[config.mk]
export PLATFORM = sky130hd
export DESIGN_NAME = alu_pipe
export DESIGN_NICKNAME = d
export VERILOG_FILES = /design/src/rtl/alu_pkg.sv /design/src/rtl/alu_core.sv /design/src/rtl/alu_pipe.sv
export SDC_FILE = /design/constraint.sdc
export NUM_CORES = 1
export LEC_CHECK = 0
export ABC_AREA = 1
export CAP_MARGIN = 30
export CELL_PAD_IN_SITES_DETAIL_PLACEMENT = 1
export CELL_PAD_IN_SITES_GLOBAL_PLACEMENT = 2
export CORE_AREA = 2 2 277 279
export CTS_BUF_LIST = sky130_fd_sc_hd__clkbuf_4
export CTS_CLUSTER_DIAMETER = 60
export DETAILED_ROUTE_END_ITERATION = 10
export DIE_AREA = 0 0 279 281
export PLACE_DENSITY_LB_ADDON = 0.1
export SLEW_MARGIN = 20
export SYNTH_ARGS = -nofsm -noshare
export SYNTH_HDL_FRONTEND = slang
export SYNTH_SLANG_ARGS = --single-unit
[constraint.sdc]
create_clock -name clk -period 6.8 [get_ports clk]
set_clock_uncertainty 0.05 [all_clocks]
set_input_delay 1.36 -clock clk [delete_from_list [all_inputs] [get_ports clk]]
set_output_delay 1.36 -clock clk [all_outputs]
set_load 0.01 [all_outputs]
[src/rtl/alu_pkg.sv]
// alu_pkg: shared types for the pipelined ALU.
//   alu_op_t    - 3-bit operation select carried on cntrl
//   alu_flags_t - packed {n, z, v, c} condition flags
package alu_pkg;

    typedef enum logic [2:0] {
        OP_PASSB = 3'b000,
        OP_LSL   = 3'b001,
        OP_ADD   = 3'b010,
        OP_SUB   = 3'b011,
        OP_AND   = 3'b100,
        OP_OR    = 3'b101,
        OP_XOR   = 3'b110,
        OP_LSR   = 3'b111
    } alu_op_t;

    typedef struct packed {
        logic n;
        logic z;
        logic v;
        logic c;
    } alu_flags_t;

endpackage

[src/rtl/alu_core.sv]
// alu_core: combinational WIDTH-bit ALU datapath.
//   a_i, b_i  in  WIDTH  operands
//   shamt_i   in  SHW    shift amount for LSL/LSR
//   op_i      in  op     operation select
//   result_o  out WIDTH  result, mod 2^WIDTH
//   flags_o   out 4      {N,Z,V,C} of result_o
module alu_core
    import alu_pkg::*;
#(
    parameter int WIDTH = 64,
    parameter int SHW   = $clog2(WIDTH)
) (
    input  logic [WIDTH-1:0] a_i,
    input  logic [WIDTH-1:0] b_i,
    input  logic [SHW-1:0]   shamt_i,
    input  alu_op_t          op_i,
    output logic [WIDTH-1:0] result_o,
    output alu_flags_t       flags_o
);

    logic             sub;
    logic             arith;
    logic [WIDTH-1:0] b_eff;
    logic [WIDTH:0]   sum;

    // Subtract reuses the adder as A + ~B + 1, so C=1 means no borrow.
    assign sub   = op_i == OP_SUB;
    assign arith = (op_i == OP_ADD) | sub;
    assign b_eff = sub ? ~b_i : b_i;
    assign sum   = {1'b0, a_i} + {1'b0, b_eff} + {{WIDTH{1'b0}}, sub};

    always_comb begin
        case (op_i)
            OP_LSL:  result_o = a_i << shamt_i;
            OP_ADD:  result_o = sum[WIDTH-1:0];
            OP_SUB:  result_o = sum[WIDTH-1:0];
            OP_AND:  result_o = a_i & b_i;
            OP_OR:   result_o = a_i | b_i;
            OP_XOR:  result_o = a_i ^ b_i;
            OP_LSR:  result_o = a_i >> shamt_i;
            default: result_o = b_i;
        endcase
        flags_o.n = result_o[WIDTH-1];
        flags_o.z = ~|result_o;
        flags_o.c = arith & sum[WIDTH];
        // Overflow: effective operands share a sign that the sum does not.
        flags_o.v = arith & (a_i[WIDTH-1] == b_eff[WIDTH-1]) & (sum[WIDTH-1] != a_i[WIDTH-1]);
    end

endmodule

[src/rtl/alu_pipe.sv]
// alu_pipe: two-stage pipelined ALU with valid/ready handshakes and an
// architectural NZVC flag register.
//   clk, reset_n          clock, synchronous active-low reset
//   in_valid / in_ready   operation handshake (a, b, shamt, cntrl, set_flags)
//   out_valid / out_ready result handshake (result, res_flags)
//   flags                 architectural {N,Z,V,C}, loaded when a set_flags op retires
module alu_pipe
    import alu_pkg::*;
#(
    parameter int WIDTH = 64,
    parameter int SHW   = $clog2(WIDTH)
) (
    input  logic             clk,
    input  logic             reset_n,
    input  logic             in_valid,
    output logic             in_ready,
    input  logic [WIDTH-1:0] a,
    input  logic [WIDTH-1:0] b,
    input  logic [SHW-1:0]   shamt,
    input  logic [2:0]       cntrl,
    input  logic             set_flags,
    output logic             out_valid,
    input  logic             out_ready,
    output logic [WIDTH-1:0] result,
    output logic [3:0]       res_flags,
    output logic [3:0]       flags
);

    logic             adv1;
    logic             adv2;
    logic             s1_valid_q, s1_valid_d;
    logic [WIDTH-1:0] s1_a_q;
    logic [WIDTH-1:0] s1_b_q;
    logic [SHW-1:0]   s1_shamt_q;
    alu_op_t          s1_op_q;
    logic             s1_setf_q;
    logic             s2_valid_q, s2_valid_d;
    logic [WIDTH-1:0] s2_result_q;
    alu_flags_t       s2_flags_q;
    logic             s2_setf_q;
    alu_flags_t       flags_q, flags_d;
    logic [WIDTH-1:0] core_result;
    alu_flags_t       core_flags;

    // A stage may load when it is empty or its contents move on this edge.
    assign adv2     = ~s2_valid_q | out_ready;
    assign adv1     = ~s1_valid_q | adv2;
    assign in_ready = adv1;

    assign s1_valid_d = adv1 ? in_valid : s1_valid_q;
    assign s2_valid_d = adv2 ? s1_valid_q : s2_valid_q;
    assign flags_d    = (s2_valid_q & out_ready & s2_setf_q) ? s2_flags_q : flags_q;

    alu_core #(.WIDTH(WIDTH), .SHW(SHW)) u_core (
        .a_i      (s1_a_q),
        .b_i      (s1_b_q),
        .shamt_i  (s1_shamt_q),
        .op_i     (s1_op_q),
        .result_o (core_result),
        .flags_o  (core_flags)
    );

    always_ff @(posedge clk) begin
        if (!reset_n) begin
            s1_valid_q  <= 1'b0;
            s1_a_q      <= '0;
            s1_b_q      <= '0;
            s1_shamt_q  <= '0;
            s1_op_q     <= OP_PASSB;
            s1_setf_q   <= 1'b0;
            s2_valid_q  <= 1'b0;
            s2_result_q <= '0;
            s2_flags_q  <= '0;
            s2_setf_q   <= 1'b0;
            flags_q     <= '0;
        end else begin
            s1_valid_q <= s1_valid_d;
            s2_valid_q <= s2_valid_d;
            flags_q    <= flags_d;
            if (in_valid & adv1) begin
                s1_a_q     <= a;
                s1_b_q     <= b;
                s1_shamt_q <= shamt;
                s1_op_q    <= alu_op_t'(cntrl);
                s1_setf_q  <= set_flags;
            end
            if (s1_valid_q & adv2) begin
                s2_result_q <= core_result;
                s2_flags_q  <= core_flags;
                s2_setf_q   <= s1_setf_q;
            end
        end
    end

    assign out_valid = s2_valid_q;
    assign result    = s2_result_q;
    assign res_flags = s2_flags_q;
    assign flags     = flags_q;

endmodule

==> impl_metrics.py, run 1 <==
metrics = {
    "die": {
        "start_util": 0.3382,
        "ioPinCount": 216,
        "die_area_mm2": 0.07840,
        "die_w_um": 279,
        "num_rows": 101,
        "core_area_mm2": 0.07544,
        "die_h_um": 281,
    },
    "worst_setup_path": {
        "cpLargestDelayFamily": "simple AND/OR/NAND/NOR gates",
        "path_class": "flip-flop to flip-flop",
        "start_kind": "flip-flop",
        "crit_buf_inv": 3,
        "slowest_stage": "o21ai_0",
        "crit_top_cell": "nand2_1",
        "crit_chain": "inv_2, nand3_4, buf_4, xor2_1, ha_1, nand2_1, inv_1, a21oi_1, o21bai_1, nand2_1, nand3_1, o21ai_0, nand4_1, o21ai_0, nand2_1, nor2_1, nand2_1, nor2_1, nand3_1, a21oi_1",
        "critPathRequiredTime_ps": 7500,
        "arrival_ps": 6020,
        "path_max_fanout": 16,
        "cpPeakStageDelay_ps": 650,
        "worstSetupEndpointType": "flip-flop",
    },
    "timing": {
        "fin_tns_setup_ps": 0,
        "rsz0062_at_grt": "false",
        "post-route-period-util": 0.7831,
        "finalHoldViolCount": 0,
        "max_freq_mhz": 187.8,
        "slew_violations": 0,
        "worst_slack_ps": 1475,
        "worst_slew_pin_slew_ps": 1011,
        "period_needed_ps": 5325,
        "setup_viol_count_final": 0,
        "relSlewSlack": 0.3209,
    },
    "placed_design": {
        "dp_hpwl_mm": 130.6,
        "place_ws_ps": 1668,
        "place_inst": 5424,
        "gp_congestion": 1.041,
        "portBuffers": 215,
    },
    "finish": {
        "nFillCells": 10300,
        "seq_area_mm2": 0.004260,
        "final_core_util": 0.3848,
        "nets": 4863,
        "final_cells": 5537,
        "multi_input_area_mm2": 0.01861,
        "drive_gt1_frac": 0.05509,
        "syn_to_final_growth_pct": 13.79,
    },
    "clock_tree": {
        "cts_made_buffers": 70,
        "cts_resized": 0,
        "clk_latency_ps": 860,
        "clk_root_buffer_cell": "clkbuf_4",
        "htree_levels": 3,
        "cts_tree": "yes",
        "clock_sinks": 212,
        "ctsLongestPathBuffers": 3,
        "post_cts_buffers": 0,
        "cts_hold_buffers": 0,
        "path_clk_slew_ps": 60,
    },
    "synthesis": {
        "synth_edf_count": 0,
        "syn-num-nets": 4776,
        "yosys_warnings": 0,
        "synthCells": 4431,
        "synth_top_cell_area_share": 0.1739,
        "synth_area_mm2": 0.02551,
        "ys_seq_elements": 212,
        "synth_largest_area_cell": "nand2_1",
        "ys.flop_type": "dfxtp_1",
        "yosysSeqAreaShare": 0.1663,
        "yosys-top-cells-area": "nand2_1 17%, dfxtp_1 17%, nand3_1 16%",
        "async_flop_share": 0,
        "synthTopCellsByCount": "1182 x nand2_1, 835 x nand3_1, 399 x inv_1",
        "synthesis.area_per_instance_um2": 5.758,
        "yosysUniqueCellTypes": 53,
        "yosysMostFrequentCell": "nand2_1",
    },
    "power": {
        "leakage_nw": 13.55,
        "peakVddDrop_mv": 0.1390,
        "power_density_mw_per_mm2": 185.3,
        "finalPower_mw": 5.379,
    },
    "route": {
        "drc": 0,
        "drtIter0Drc": 3789,
        "vias_per_cell": 5.925,
        "dr.pass1.iters": 5,
        "postRouteAntennaNets": 0,
        "vias": 32810,
        "drt_wl_total_mm": 160.8,
        "routedWlPerCell_um": 29.04,
    },
    "min_path": {
        "hold_class": "flip-flop to flip-flop",
    },
    "grt": {
        "track_usage": 0.3995,
        "overflow": 0,
        "grt_max_degree": 129,
        "grt_first_pass_wirelength_mm": 226.6,
        "first_global_vias": 31910,
        "antenna_found_initial": 10,
    },
    "job": {
        "maxCapViolations": 0,
    },
    "status": {
        "outcome": "finished, final reports clean",
    },
}
-- sequential cells by signal, summed over array words and instances (netlist names) --
register and flops:
s1_op_q 3, s1_b_q 64, result 64, out_valid 1, s1_shamt_q 6, s1_setf_q 1, flags 4, s2_setf_q 1
s1_a_q 64, s1_valid_q 1, res_flags 3
-- cell families (layout without fill, tap and decap cells) --
kind of cell               count (synthesis)  after routing  share of synthesized area
AOI/OAI and AO/OA                        839            839                     0.1783
other                                      0              3                          0
adders and majority gates                203            203                    0.09985
xor gates and xnor gates                  63             63                    0.02163
buffers and inverters                    666            791                     0.1059
and+or+nand+nor                         2446           2446                     0.4272
DFF                                      212            212                     0.1663
muxes                                      2              2                  0.0007847
-- final cells by class --
cell class / count / area share
tap: 978 / 0.04215
sequential: 212 / 0.1467
clock inverter: 25 / 0.004568
clock buffer: 85 / 0.02198
timing repair buffer: 266 / 0.08900
multi-input combinational: 3553 / 0.6411
inverter: 415 / 0.05417
antenna: 3 / 0.0002586
-- metrics by stage --
stage / cell area [um2] / hold WS (ps)
3_5_place_dp: 28250 / 390.3
6_report: 29030 / 397.1
4_1_cts: 29020 / 398.1
5_1_grt: 29030 / 414.3
3_3_place_gp: 28250 / 384.3
2_1_floorplan: 25510 / 396.3
-- power breakdown --
| group | switching (mW) | internal (mW) | total (mW) |
|---|---|---|---|
| registers | 0.202 | 1.33 | 1.54 |
| logic | 1.78 | 0.730 | 2.51 |
| clock network | 0.713 | 0.621 | 1.33 |
| total | 2.69 | 2.68 | 5.38 |
-- worst paths after layout --
path | startpoint | to | slack, ps | cells after the start
setup / recovery | s1_op_q[2] | res_flags[2] | 1470 | 20
hold / removal | flags[3] | flags[3] | 400 | 2
setup reg to reg | s1_op_q[2] | res_flags[2] | 1470 | 20
hold reg to reg | flags[3] | flags[3] | 400 | 2
-- cell usage in the layout (no fill, tap or decap), drive strengths merged, types with 2 or more instances in the layout --
master	Yosys	routed
nand2	1223	1223
nand3	859	859
inv	412	417
o21ai	360	360
a21oi	359	359
nor2	253	253
clkdlybuf4s50	0	214
dfxtp	212	212
ha	202	202
clkbuf	125	85
xor2	63	63
buf	126	52
nand4	51	51
o21a	22	22
o211ai	22	22
a211oi	22	22
nor3	21	21
clkinv	3	21
nand3b	17	17
o21bai	11	11
o211a	10	10
o2111ai	8	8
and2	7	7
a31oi	7	7
or2	6	6
diode	0	3
a21o	3	3
nor4	3	3
o31ai	3	3
and3	3	3
a221oi	3	3
a22o	3	3
nor3b	3	3
a21boi	2	2
mux2i	2	2
a41oi	2	2
o22ai	2	2
-- tightest hold or removal path: stages, from the launching register on --
cell	delay (ps)
dfxtp_1	310
inv_1	50
a21oi_1	50
-- metal layers --
layer  up-vias  track usage  share of wire
met2      1367       0.5988           0.42
met3       272      0.06268          0.079
met1     16160       0.5646           0.46
met4        12       0.1676          0.044
met5         -            0        0.00048
li1      15000            -              -
Note: power is estimated with default switching activity, not from simulation.
==> run 2, diff against run 1 <==
--- a/config.mk
+++ b/config.mk
@@ -9,11 +9,11 @@
 export CAP_MARGIN = 30
 export CELL_PAD_IN_SITES_DETAIL_PLACEMENT = 1
 export CELL_PAD_IN_SITES_GLOBAL_PLACEMENT = 2
-export CORE_AREA = 2 2 277 279
+export CORE_AREA = 2 2 300 302
 export CTS_BUF_LIST = sky130_fd_sc_hd__clkbuf_4
 export CTS_CLUSTER_DIAMETER = 60
 export DETAILED_ROUTE_END_ITERATION = 10
-export DIE_AREA = 0 0 279 281
+export DIE_AREA = 0 0 302 304
 export PLACE_DENSITY_LB_ADDON = 0.1
 export SLEW_MARGIN = 20
 export SYNTH_ARGS = -nofsm -noshare
==> constraint.sdc (replaced) <==
create_clock -name clk -period 4.5 [get_ports clk]
set_clock_uncertainty 0.05 [all_clocks]
set_input_delay 0.9 -clock clk [delete_from_list [all_inputs] [get_ports clk]]
set_output_delay 0.9 -clock clk [all_outputs]
set_load 0.01 [all_outputs]
==> run 2 against run 1 <==
  * Critical path depth up 4
  * Wire length rose by 6.2%
  * Critical path type unchanged
  * Global-route usage decreased by 3.7 points
  * First-iteration DRC count is 9.9% lower
  * Via count grew 0.34%
  * Largest power group unchanged
  * Worst setup slack worse by 1200 ps
==> impl_metrics.py, run 2 (synthesis results as in run 1) <==
metrics = {
    "status": {
        "outcome": "finished, final reports clean",
    },
    "clock_tree": {
        "path_clk_slew_ps": 70,
        "htree_levels": 3,
        "cts_hold_buffers": 0,
        "clk_root_buffer_cell": "clkbuf_4",
        "cts_made_buffers": 75,
        "clk_latency_ps": 920,
        "ctsLongestPathBuffers": 3,
        "cts_tree": "yes",
        "clock_sinks": 212,
    },
    "worst_setup_path": {
        "start_kind": "flip-flop",
        "path_max_fanout": 22,
        "cp-startpoint": "s1_op_q[1]",
        "path_class": "flip-flop to flip-flop",
        "rrSetupSlack_ps": 240,
        "rr_startpoint": "s1_op_q[1]",
        "arrival_ps": 5040,
        "worstSetupEndpointType": "flip-flop",
        "reg2reg_to": "res_flags[2]",
        "critPathRequiredTime_ps": 5280,
        "reg2reg_depth": 24,
    },
    "finish": {
        "multi_input_area_mm2": 0.01863,
        "nFillCells": 11820,
        "final_common_cell": "nand2_1",
        "seq_area_mm2": 0.004262,
        "drive_gt1_frac": 0.08737,
        "syn_to_final_growth_pct": 20.18,
        "fin_area_mm2": 0.03066,
        "nets": 4997,
        "final_cell_mix": "1181 x nand2_1, 834 x nand3_1, 398 x inv_1, 358 x a21oi_1, 330 x o21ai_0",
    },
    "timing": {
        "worst_slew_pin_slew_ps": 1013,
        "worst_slack_ps": 237.9,
        "max_freq_mhz": 234.6,
        "finalHoldViolCount": 0,
        "setup_viol_count_final": 0,
        "relSlewSlack": 0.3175,
        "period_needed_ps": 4262,
        "fin_tns_setup_ps": 0,
        "post-route-period-util": 0.9471,
        "slew_violations": 0,
        "rsz0062_at_grt": "false",
    },
    "power": {
        "switching_share": 0.4853,
        "peakVddDrop_mv": 0.1580,
        "power_density_mw_per_mm2": 285.4,
        "intPower_mw": 4.505,
        "leakage_nw": 14.36,
        "netSwitchingPower_mw": 4.247,
        "comb_power_share": 0.471,
        "p_clk_frac": 0.272,
        "seqPwrFrac": 0.256,
    },
    "grt": {
        "grt_first_pass_wirelength_mm": 238.4,
        "grt_max_degree": 108,
        "first_global_vias": 32410,
        "overflow": 0,
        "antenna_found_initial": 11,
        "track_usage": 0.3626,
    },
    "route": {
        "drc": 0,
        "routedWlPerCell_um": 29.04,
        "vias": 32920,
        "drt_wl_total_mm": 170.8,
        "postRouteAntennaNets": 0,
        "drtIter0Drc": 3413,
        "vias_per_cell": 5.597,
        "dr.pass1.iters": 5,
    },
    "die": {
        "die_area_mm2": 0.09181,
        "start_util": 0.2865,
        "die_h_um": 304,
        "ioPinCount": 216,
        "num_rows": 110,
        "core_area_mm2": 0.08905,
        "die_w_um": 302,
    },
    "placed_design": {
        "dpl_cell_area_mm2": 0.02966,
        "portBuffers": 215,
        "place_ws_ps": -47.35,
        "dp_hpwl_mm": 142.1,
        "gp_congestion": 1.016,
    },
    "min_path": {
        "hold_class": "flip-flop to flip-flop",
        "min_to": "flags[0]",
        "hold_depth": 2,
        "hold_start": "flags[0]",
    },
    "job": {
        "maxCapViolations": 0,
    },
}
[run 2: cell type report]
cell class,instances,share of cell area
repair buffers,395,0.1222
multi-input cells,3553,0.6076
diodes,2,0.0001632
well taps,1176,0.04799
clock buffers,110,0.02693
clock inverters,19,0.004815
flip-flops and latches,212,0.1390
inverters,415,0.05129
[run 2: power by group through the flow]
stage	combinational (mW)	clock, mW	sequential [mW]
floorplan	2.19	0	2.18
global placement	4.01	0	2.27
detailed placement	4.02	0	2.27
CTS	4.04	2.46	2.23
global route	4.41	2.54	2.25
finish	4.12	2.38	2.24
[run 2: how the worst max path moves through the flow]
stage | to | slack, ps | cells past startpoint
detailed placement | res_flags[2] | -50 | 24
CTS | res_flags[2] | 30 | 24
global route | res_flags[2] | 0.9 | 26
finish | res_flags[2] | 240 | 24
floorplan | res_flags[2] | 1000 | 25
global placement | res_flags[2] | -100 | 24
[run 2: worst max-delay path, cell delays in order (launching register included)]
cell	delay, ps
dfxtp_2	410
nand3_4	140
buf_12	200
buf_4	220
buf_4	180
xor2_1	140
ha_1	420
nand2_1	140
nor2_1	170
inv_1	100
nor2_2	170
inv_1	80
nor2_2	220
nand3_1	250
nand3_1	140
nand2_1	60
nand3_1	90
nand2_1	90
nand2_1	120
nand2_1	60
nor2_1	260
nand2_1	90
nor2_1	150
nand3_1	100
a21oi_1	130
[run 2: routing by layer]
layer / up-vias / track usage / wire (um)
li1: 15310 / - / -
met1: 16280 / 0.5274 / 81050
met2: 1109 / 0.5549 / 73880
met3: 223 / 0.03891 / 9902
met4: 4 / 0.1133 / 5972
met5: - / 0 / 22
[run 2: stage by stage]
stage                 util  total power, mW  cells  hold WS [ps]
global route        0.3443            9.193   5882         421.9
CTS                 0.3441            8.726   5880         394.9
floorplan                -            4.361   4431         396.3
detailed placement  0.3331            6.287   5751         384.9
finish              0.3443            8.752   5882         390.2
global placement    0.3331            6.277   5751         381.8
[run 2: timing repair]
item                                   CTS  global route
resized for setup                        3             5
endpoints found under the hold margin    0             0
setup endpoints to repair                1             1
buffers inserted                         0             0
==> run 3, diff against run 2 <==
--- a/config.mk
+++ b/config.mk
@@ -6,6 +6,7 @@
 export NUM_CORES = 1
 export LEC_CHECK = 0
 export ABC_AREA = 1
+export ABC_CLOCK_PERIOD_IN_PS = 4500
 export CAP_MARGIN = 30
 export CELL_PAD_IN_SITES_DETAIL_PLACEMENT = 1
 export CELL_PAD_IN_SITES_GLOBAL_PLACEMENT = 2
==> results of run 3 <==
Final layout, timing and power as in run 2 (identical DEF).
